$ cat config.mk
export PLATFORM = sky130hd
export DESIGN_NAME = garage_input_conditioner
export DESIGN_NICKNAME = d
export VERILOG_FILES = /design/src/rtl/garage_input_conditioner.sv
export SDC_FILE = /design/constraint.sdc
export NUM_CORES = 1
export LEC_CHECK = 0
export CORE_MARGIN = 2
export CORE_UTILIZATION = 56
export DETAILED_ROUTE_END_ITERATION = 6
export PLACE_DENSITY_LB_ADDON = 0.15
export SLEW_MARGIN = 0
export SYNTH_ARGS = -nofsm -noshare
export SYNTH_HDL_FRONTEND = slang
export SYNTH_SLANG_ARGS = --single-unit
$ cat constraint.sdc
create_clock -name clk -period 2.3 [get_ports clk]
set_input_delay 0.345 -clock clk [delete_from_list [all_inputs] [get_ports clk]]
set_output_delay 0.345 -clock clk [all_outputs]
set_load 0.005 [all_outputs]
$ cat src/rtl/garage_input_conditioner.sv
// ---------------------------------------------------------------------------
// garage_input_conditioner
//   Front end for the garage door controller FSM. Synchronises and debounces
//   the raw push-button and both limit switches, presents clean limit levels,
//   and turns button presses into a latched run request (Active).
//
//   Optional feature macro: GARAGE_TIMEOUT_EN
//     defined   -> run-timeout counter and FAULT state are built.
//     undefined -> Fault is tied low; RUN exits only on press or limit edges.
//
// Ports
//   clk        in   system clock, rising edge
//   reset      in   synchronous active-high reset
//   Btn_Raw    in   raw push-button (async, bouncy)
//   Up_Sw_Raw  in   raw upper limit switch (async, bouncy)
//   Dn_Sw_Raw  in   raw lower limit switch (async, bouncy)
//   Active     out  latched run request
//   Up_Max     out  debounced upper limit level
//   Dn_Max     out  debounced lower limit level
//   Fault      out  run timed out, held until acknowledged by a press
// ---------------------------------------------------------------------------
module garage_input_conditioner #(
    parameter int DB_CYCLES      = 4,
    parameter int TIMEOUT_CYCLES = 1000,
    parameter int TO_W           = 16
) (
    input  logic clk,
    input  logic reset,
    input  logic Btn_Raw,
    input  logic Up_Sw_Raw,
    input  logic Dn_Sw_Raw,
    output logic Active,
    output logic Up_Max,
    output logic Dn_Max,
    output logic Fault
);

    localparam int NCH = 3;
    localparam int BTN = 0;
    localparam int UP  = 1;
    localparam int DN  = 2;
    localparam int CW  = $clog2(DB_CYCLES + 1);

    typedef enum logic [1:0] {
        IDLE  = 2'd0,
        RUN   = 2'd1,
        FAULT = 2'd2
    } state_t;

    logic [NCH-1:0]         raw;
    logic [NCH-1:0]         sync1_q, sync2_q;
    logic [NCH-1:0]         deb_q, deb_prev_q;
    logic [NCH-1:0][CW-1:0] cnt_q;

    assign raw = {Dn_Sw_Raw, Up_Sw_Raw, Btn_Raw};

    // Synchroniser + debounce + edge-detect history, one lane per raw input.
    // A lane's counter only runs while the synced value disagrees with the
    // debounced level; DB_CYCLES consecutive disagreements flip the level.
    always_ff @(posedge clk) begin
        if (reset) begin
            sync1_q    <= '0;
            sync2_q    <= '0;
            deb_q      <= '0;
            deb_prev_q <= '0;
            cnt_q      <= '0;
        end else begin
            sync1_q    <= raw;
            sync2_q    <= sync1_q;
            deb_prev_q <= deb_q;
            for (int i = 0; i < NCH; i++) begin
                if (sync2_q[i] == deb_q[i]) begin
                    cnt_q[i] <= '0;
                end else if (cnt_q[i] == CW'(DB_CYCLES - 1)) begin
                    deb_q[i] <= sync2_q[i];
                    cnt_q[i] <= '0;
                end else begin
                    cnt_q[i] <= cnt_q[i] + 1'b1;
                end
            end
        end
    end

    // One-cycle events, valid the cycle after the debounced level rises.
    logic press, up_hit, dn_hit, both_lim, exit_ev;
    assign press    = deb_q[BTN] & ~deb_prev_q[BTN];
    assign up_hit   = deb_q[UP]  & ~deb_prev_q[UP];
    assign dn_hit   = deb_q[DN]  & ~deb_prev_q[DN];
    assign both_lim = deb_q[UP]  &  deb_q[DN];
    // Only limit *edges* end a run, so a run launched sitting on a limit
    // keeps going until the opposite limit rises.
    assign exit_ev  = press | up_hit | dn_hit | both_lim;

    state_t state_q, state_d;
    logic   active_q;
    logic   to_hit;

`ifdef GARAGE_TIMEOUT_EN
    logic [TO_W-1:0] to_cnt_q;
    logic            fault_q;

    assign to_hit = (to_cnt_q == TO_W'(TIMEOUT_CYCLES - 1));

    // Counts cycles spent in RUN; saturates instead of wrapping.
    always_ff @(posedge clk) begin
        if (reset || state_q != RUN) begin
            to_cnt_q <= '0;
        end else if (to_cnt_q != '1) begin
            to_cnt_q <= to_cnt_q + 1'b1;
        end
    end

    assign Fault = fault_q;
`else
    assign to_hit = 1'b0;
    // Timeout parameters stay in the parameter list so both builds share one
    // instantiation; they have no effect here.
    assign Fault  = 1'b0 & TIMEOUT_CYCLES[0] & TO_W[0];
`endif

    always_comb begin
        state_d = state_q;
        case (state_q)
            IDLE:    if (press && !both_lim) state_d = RUN;
            // Exit events take priority over the timeout.
            RUN:     if (exit_ev)            state_d = IDLE;
                     else if (to_hit)        state_d = FAULT;
            // A press in FAULT only acknowledges; it never starts a run.
            FAULT:   if (press)              state_d = IDLE;
            default:                         state_d = IDLE;
        endcase
    end

    // State and registered outputs.
    always_ff @(posedge clk) begin
        if (reset) begin
            state_q  <= IDLE;
            active_q <= 1'b0;
`ifdef GARAGE_TIMEOUT_EN
            fault_q  <= 1'b0;
`endif
        end else begin
            state_q  <= state_d;
            active_q <= (state_d == RUN);
`ifdef GARAGE_TIMEOUT_EN
            fault_q  <= (state_d == FAULT);
`endif
        end
    end

    assign Active = active_q;
    assign Up_Max = deb_q[UP];
    assign Dn_Max = deb_q[DN];

endmodule

==> impl_metrics.json, run 1 <==
{
  "place_area_um2": 949.7,
  "ir_drop_v": 0.0004248,
  "hold_path_class": "reg -> reg",
  "place.gp.congestion": 0.6987,
  "vias_per_cell": 4.738,
  "yosysWarnings": 0,
  "worst-path-buf-inv": 1,
  "final-setup-viol-count": 0,
  "pre_cts_slack_ps": 568.4,
  "synth_edf_count": 0,
  "cp-end-kind": "output port",
  "cpPeakStageDelay_ps": 540,
  "numPortBuffers": 7,
  "ys_seq_area_share_pct": 55.17,
  "max-slew-margin-rel_pct": 64.17,
  "areaGrowthSynthToFinish_pct": 13.22,
  "cts_root_buf": "clkbuf_4",
  "track_usage_pct": 13.33,
  "layout_setup_ws_ps": 673.2,
  "wl_per_cell_um": 9.777,
  "core-area_um2": 1489,
  "syn_nets": 89,
  "fin_skew_ps": 2.584,
  "fin_crit_ps": 1627,
  "cp.required_ps": 1960,
  "synth_area_leaders": "dfxtp_1 (55%), ha_1 (8.6%), nor2b_1 (8.6%)",
  "die_w_um": 43.44,
  "grt_pass1_vias": 484,
  "grt_pass1_wl_um": 1869,
  "p_per_area_nw_per_um2": 666.1,
  "holdBufCountCts": 0,
  "remaining_drc_errors": 0,
  "synth_ff_type": "dfxtp_1",
  "max-cap-violations": 0,
  "pin_count": 9,
  "r2r_setup_slack_ps": 1000,
  "die_y_um": 43.44,
  "syn_area_um2": 870.8,
  "cp.depth": 1,
  "htreeDepth": 1,
  "hold_viol": 0,
  "clock_latency_ps": 300,
  "syn_area_per_cell_um2": 11.16,
  "synth_top_cells_by_count": "dfxtp_1 (24), nor2b_1 (12), nor2_2 (9)",
  "ys_ff_latch": 24,
  "initial_core_util_pct": 58.49,
  "dieArea_um2": 1887,
  "stdcell_count": 103,
  "crit_chain": "clkdlybuf4s50_1",
  "drt_iter0_markers": 2,
  "clk_pin_slew_ps": 120,
  "num_antenna_cells": 0,
  "fin_util_pct": 66.22,
  "yosysMostFrequentCell": "dfxtp_1",
  "min-delay-start": "cnt_q[3]",
  "fmaxAchievable_mhz": 614.7,
  "cpLargestDelayFamily": "buffers and inverters",
  "ant_nets": 0,
  "cts_tree": "built",
  "grt_max_degree": 18,
  "drive_gt1_share_pct": 18.39,
  "reg2regPathDepth": 4,
  "antenna_found_initial": 0,
  "synth_cell_types": 16,
  "tns_ps": 0,
  "dp_hpwl_um": 709.4,
  "holdWs_ps": 436.1,
  "slowest_stage": "clkdlybuf4s50_1",
  "max-clock-path-buffers": 2,
  "synth_top_area_cell": "dfxtp_1",
  "drv_slew": 0,
  "dp.cells": 99,
  "routed_wl_um": 1007,
  "numCtsBuffers": 3,
  "status": "complete, no violations",
  "dr.pass1.iters": 4,
  "rows": 14,
  "finalCritPeriodShare_pct": 70.73,
  "vias": 488,
  "leakage_nw": 0.3746,
  "whs_path_depth": 1,
  "r2r-end": "cnt_q[5]",
  "synth_top_cell_area_share_pct": 55.17,
  "arrival_ps": 1280,
  "grt_overflow": 0,
  "rr_startpoint": "cnt_q[3]",
  "crit_path_start": "deb_q[1]",
  "ctsResizeCount": 0,
  "worstMarginPinSlew_ps": 535.8,
  "p_total_mw": 0.6567,
  "cts.sinks": 24,
  "rsz0062_at_grt": "no",
  "hold_end": "cnt_q[3]",
  "fin_nets": 99,
  "synthCells": 78,
  "worstPathMaxFanout": 6,
  "cts_setup_buffers": 0,
  "critPathLaunchType": "flip-flop",
  "crit_type": "reg -> out",
  "async_flop_share_pct": 0,
  "fin_area_um2": 985.9
}
-- report_power, final --
group | leakage (nW) | switching [mW] | total [mW] | internal [mW]
Clock | 0.0210 | 0.113 | 0.210 | 0.0965
Combinational | 0.159 | 0.00955 | 0.0223 | 0.0127
Sequential | 0.195 | 0.00283 | 0.425 | 0.422
-- worst max path at each step --
stage	endpoint	slack, ps
after CTS	Up_Max	640
after detailed placement	cnt_q[5]	570
final	Up_Max	670
after global routing	Up_Max	600
after floorplan	cnt_q[0]	1080
after global placement	cnt_q[4]	590
-- flip-flops by register name, indices dropped and copies added (netlist names) --
signal / flops
Active: 1
state_q: 2
deb_prev_q: 3
cnt_q: 9
deb_q: 3
sync2_q: 3
sync1_q: 3
-- logic make-up (layout without fill, tap and decap cells) --
kind of cell    Yosys count  after routing  share of synthesized area, %
simple gates             29             29                         21.69
xor+xnor                  3              3                         3.018
other cells               1              1                        0.4306
mux                       3              3                         3.448
flops                    24             24                         55.17
compound gates            4              4                         3.734
buf+inv                   8             17                         3.879
fa+ha+maj                 6              6                         8.620
-- layout make-up --
class	count	area, um^2
Clock buffer	4	36.28
Fill cell	117	503.0
Inverter	6	22.52
Multi-Input combinational cell	46	356.6
Sequential cell	24	480.5
Tap cell	16	20.02
Timing Repair Buffer	7	70.07
-- layer usage --
layer / up-vias / routed length (um) / global-route usage [%]
li1: 267 / - / -
met5: - / 0 / 0
met4: 0 / 10 / 9.091
met1: 209 / 491 / 16.32
met3: 2 / 37 / 2.500
met2: 10 / 467 / 21.19
-- placed cells by master, fill, tap and decap left out, drive strengths merged --
master and instances:
clkbuf 4, clkdlybuf4s50 7, conb 1, dfxtp 24, ha 6, inv 6
mux2i 3, nor2 13, nor2b 12, nor4b 1, o2111a 2, o21ai 2
or3 3, xnor2 3
Note: power is estimated with default switching activity, not from simulation.
==> run 2: changes to the inputs <==
CORE_UTILIZATION = 52   (was 56)
clock period = 1.52 ns   (was 2.3 ns; I/O delays follow)
==> impl_metrics.json, run 2 (synthesis results as in run 1) <==
{
  "finalCritPeriodShare_pct": 95.33,
  "slowest_stage": "clkdlybuf4s50_1",
  "nFillCells": 131,
  "clock_latency_ps": 310,
  "cp.required_ps": 1290,
  "hold_path_class": "reg -> reg",
  "swShare_pct": 18.04,
  "max-cap-violations": 0,
  "pin_count": 9,
  "dp_hpwl_um": 894.4,
  "fmaxAchievable_mhz": 690.1,
  "stdcell_count": 106,
  "initial_core_util_pct": 56.49,
  "p_sw_mw": 0.2046,
  "routed_wl_um": 1234,
  "crit_type": "reg -> out",
  "largest_register": "cnt_q",
  "antenna_found_initial": 0,
  "most-common-layout-cells": "dfxtp_1 (22), nor2b_1 (12), nor2_2 (9)",
  "tns_ps": 0,
  "track_usage_pct": 16.17,
  "cpLargestDelayFamily": "buffers and inverters",
  "holdBufCountCts": 0,
  "dp.cells": 102,
  "ff_latch_area_um2": 483.0,
  "dr.pass1.iters": 4,
  "worst-path-buf-inv": 1,
  "largest_reg_flops": 9,
  "max-clock-path-buffers": 2,
  "pwr-share-clk_pct": 39.7,
  "grt_overflow": 0,
  "die_w_um": 44.92,
  "cts_root_buf": "clkbuf_4",
  "layout_setup_ws_ps": 70.97,
  "htreeDepth": 1,
  "power_frac_seq_pct": 56.7,
  "status": "complete, no violations",
  "drive_gt1_share_pct": 23.33,
  "cpPeakStageDelay_ps": 510,
  "hold_viol": 0,
  "final-setup-viol-count": 0,
  "die_y_um": 44.92,
  "p_per_area_nw_per_um2": 1104,
  "cts.sinks": 24,
  "place.gp.congestion": 0.6372,
  "rsz0062_at_grt": "no",
  "numCtsBuffers": 3,
  "drv_slew": 0,
  "ant_nets": 0,
  "ir_drop_v": 0.001139,
  "worstPathMaxFanout": 6,
  "arrival_ps": 1220,
  "holdWs_ps": 439.9,
  "grt_max_degree": 15,
  "fin_skew_ps": 14.43,
  "numPortBuffers": 7,
  "place_area_um2": 972.2,
  "vias": 519,
  "crit_chain": "clkdlybuf4s50_1",
  "areaGrowthSynthToFinish_pct": 17.96,
  "dieArea_um2": 2018,
  "grt_pass1_vias": 521,
  "fin_area_um2": 1027,
  "fin_nets": 102,
  "grt_pass1_wl_um": 2214,
  "critPathLaunchType": "flip-flop",
  "multi_input_area_um2": 356.6,
  "remaining_drc_errors": 0,
  "leakage_nw": 0.3970,
  "intPower_mw": 0.9295,
  "comb_power_share_pct": 3.6,
  "wl_per_cell_um": 11.64,
  "vias_per_cell": 4.896,
  "cp-end-kind": "output port",
  "cts_setup_buffers": 0,
  "pre_cts_slack_ps": 128.0,
  "num_antenna_cells": 0,
  "layout_commonest_cell": "dfxtp_1",
  "rows": 14,
  "clk_pin_slew_ps": 130,
  "cts_tree": "built",
  "fin_crit_ps": 1449,
  "core-area_um2": 1541,
  "drt_iter0_markers": 4
}
## run 2: cell types whose count changed in the layout (fill, tap and decap cells not counted), sizes merged
cell and change:
bufinv +1, clkbuf -1, buf +3
## run 2: power groups by stage
stage / sequential, mW / clock (mW) / combinational [mW]
3_5_place_dp: 0.658 / 0 / 0.0406
5_1_grt: 0.645 / 0.500 / 0.0459
4_1_cts: 0.644 / 0.456 / 0.0411
2_1_floorplan: 0.656 / 0 / 0.0221
3_3_place_gp: 0.657 / 0 / 0.0401
6_report: 0.644 / 0.450 / 0.0406
## run 2: cell type report
class / count / area share (%)
inverter: 6 / 2.192
tap: 16 / 1.949
multi-input combinational: 46 / 34.71
timing repair buffer: 10 / 9.013
sequential: 24 / 47.02
clock inverter: 1 / 2.923
clock buffer: 3 / 2.192
## run 2: stage by stage
| stage | utilization, % | power (mW) |
|---|---|---|
| after global routing | 66.64 | 1.191 |
| after detailed placement | 63.07 | 0.6981 |
| after CTS | 66.56 | 1.140 |
| after global placement | 63.07 | 0.6972 |
| final | 66.64 | 1.134 |
| after floorplan | - | 0.6785 |
## run 2: final timing paths
path,startpoint,to,slack [ps],cells past startpoint
setup reg to reg,cnt_q[6],cnt_q[7],190,4
hold / removal,cnt_q[3],cnt_q[3],440,1
setup / recovery,deb_q[1],Up_Max,70,1
hold reg to reg,cnt_q[3],cnt_q[3],440,1
## run 2: what timing repair did
action | CTS | global route
resized for setup | 1 | 1
hold endpoints to repair | 0 | 0
endpoints found under the setup margin | 1 | 1
## run 2: per-layer routing
layer | part of all wire [%] | vias up | track usage (%)
met5 | 0 | - | 0
met4 | 1.7 | 0 | 10.59
met3 | 3.2 | 2 | 6.000
met2 | 50 | 8 | 24.00
met1 | 45 | 236 | 19.49
li1 | - | 273 | -
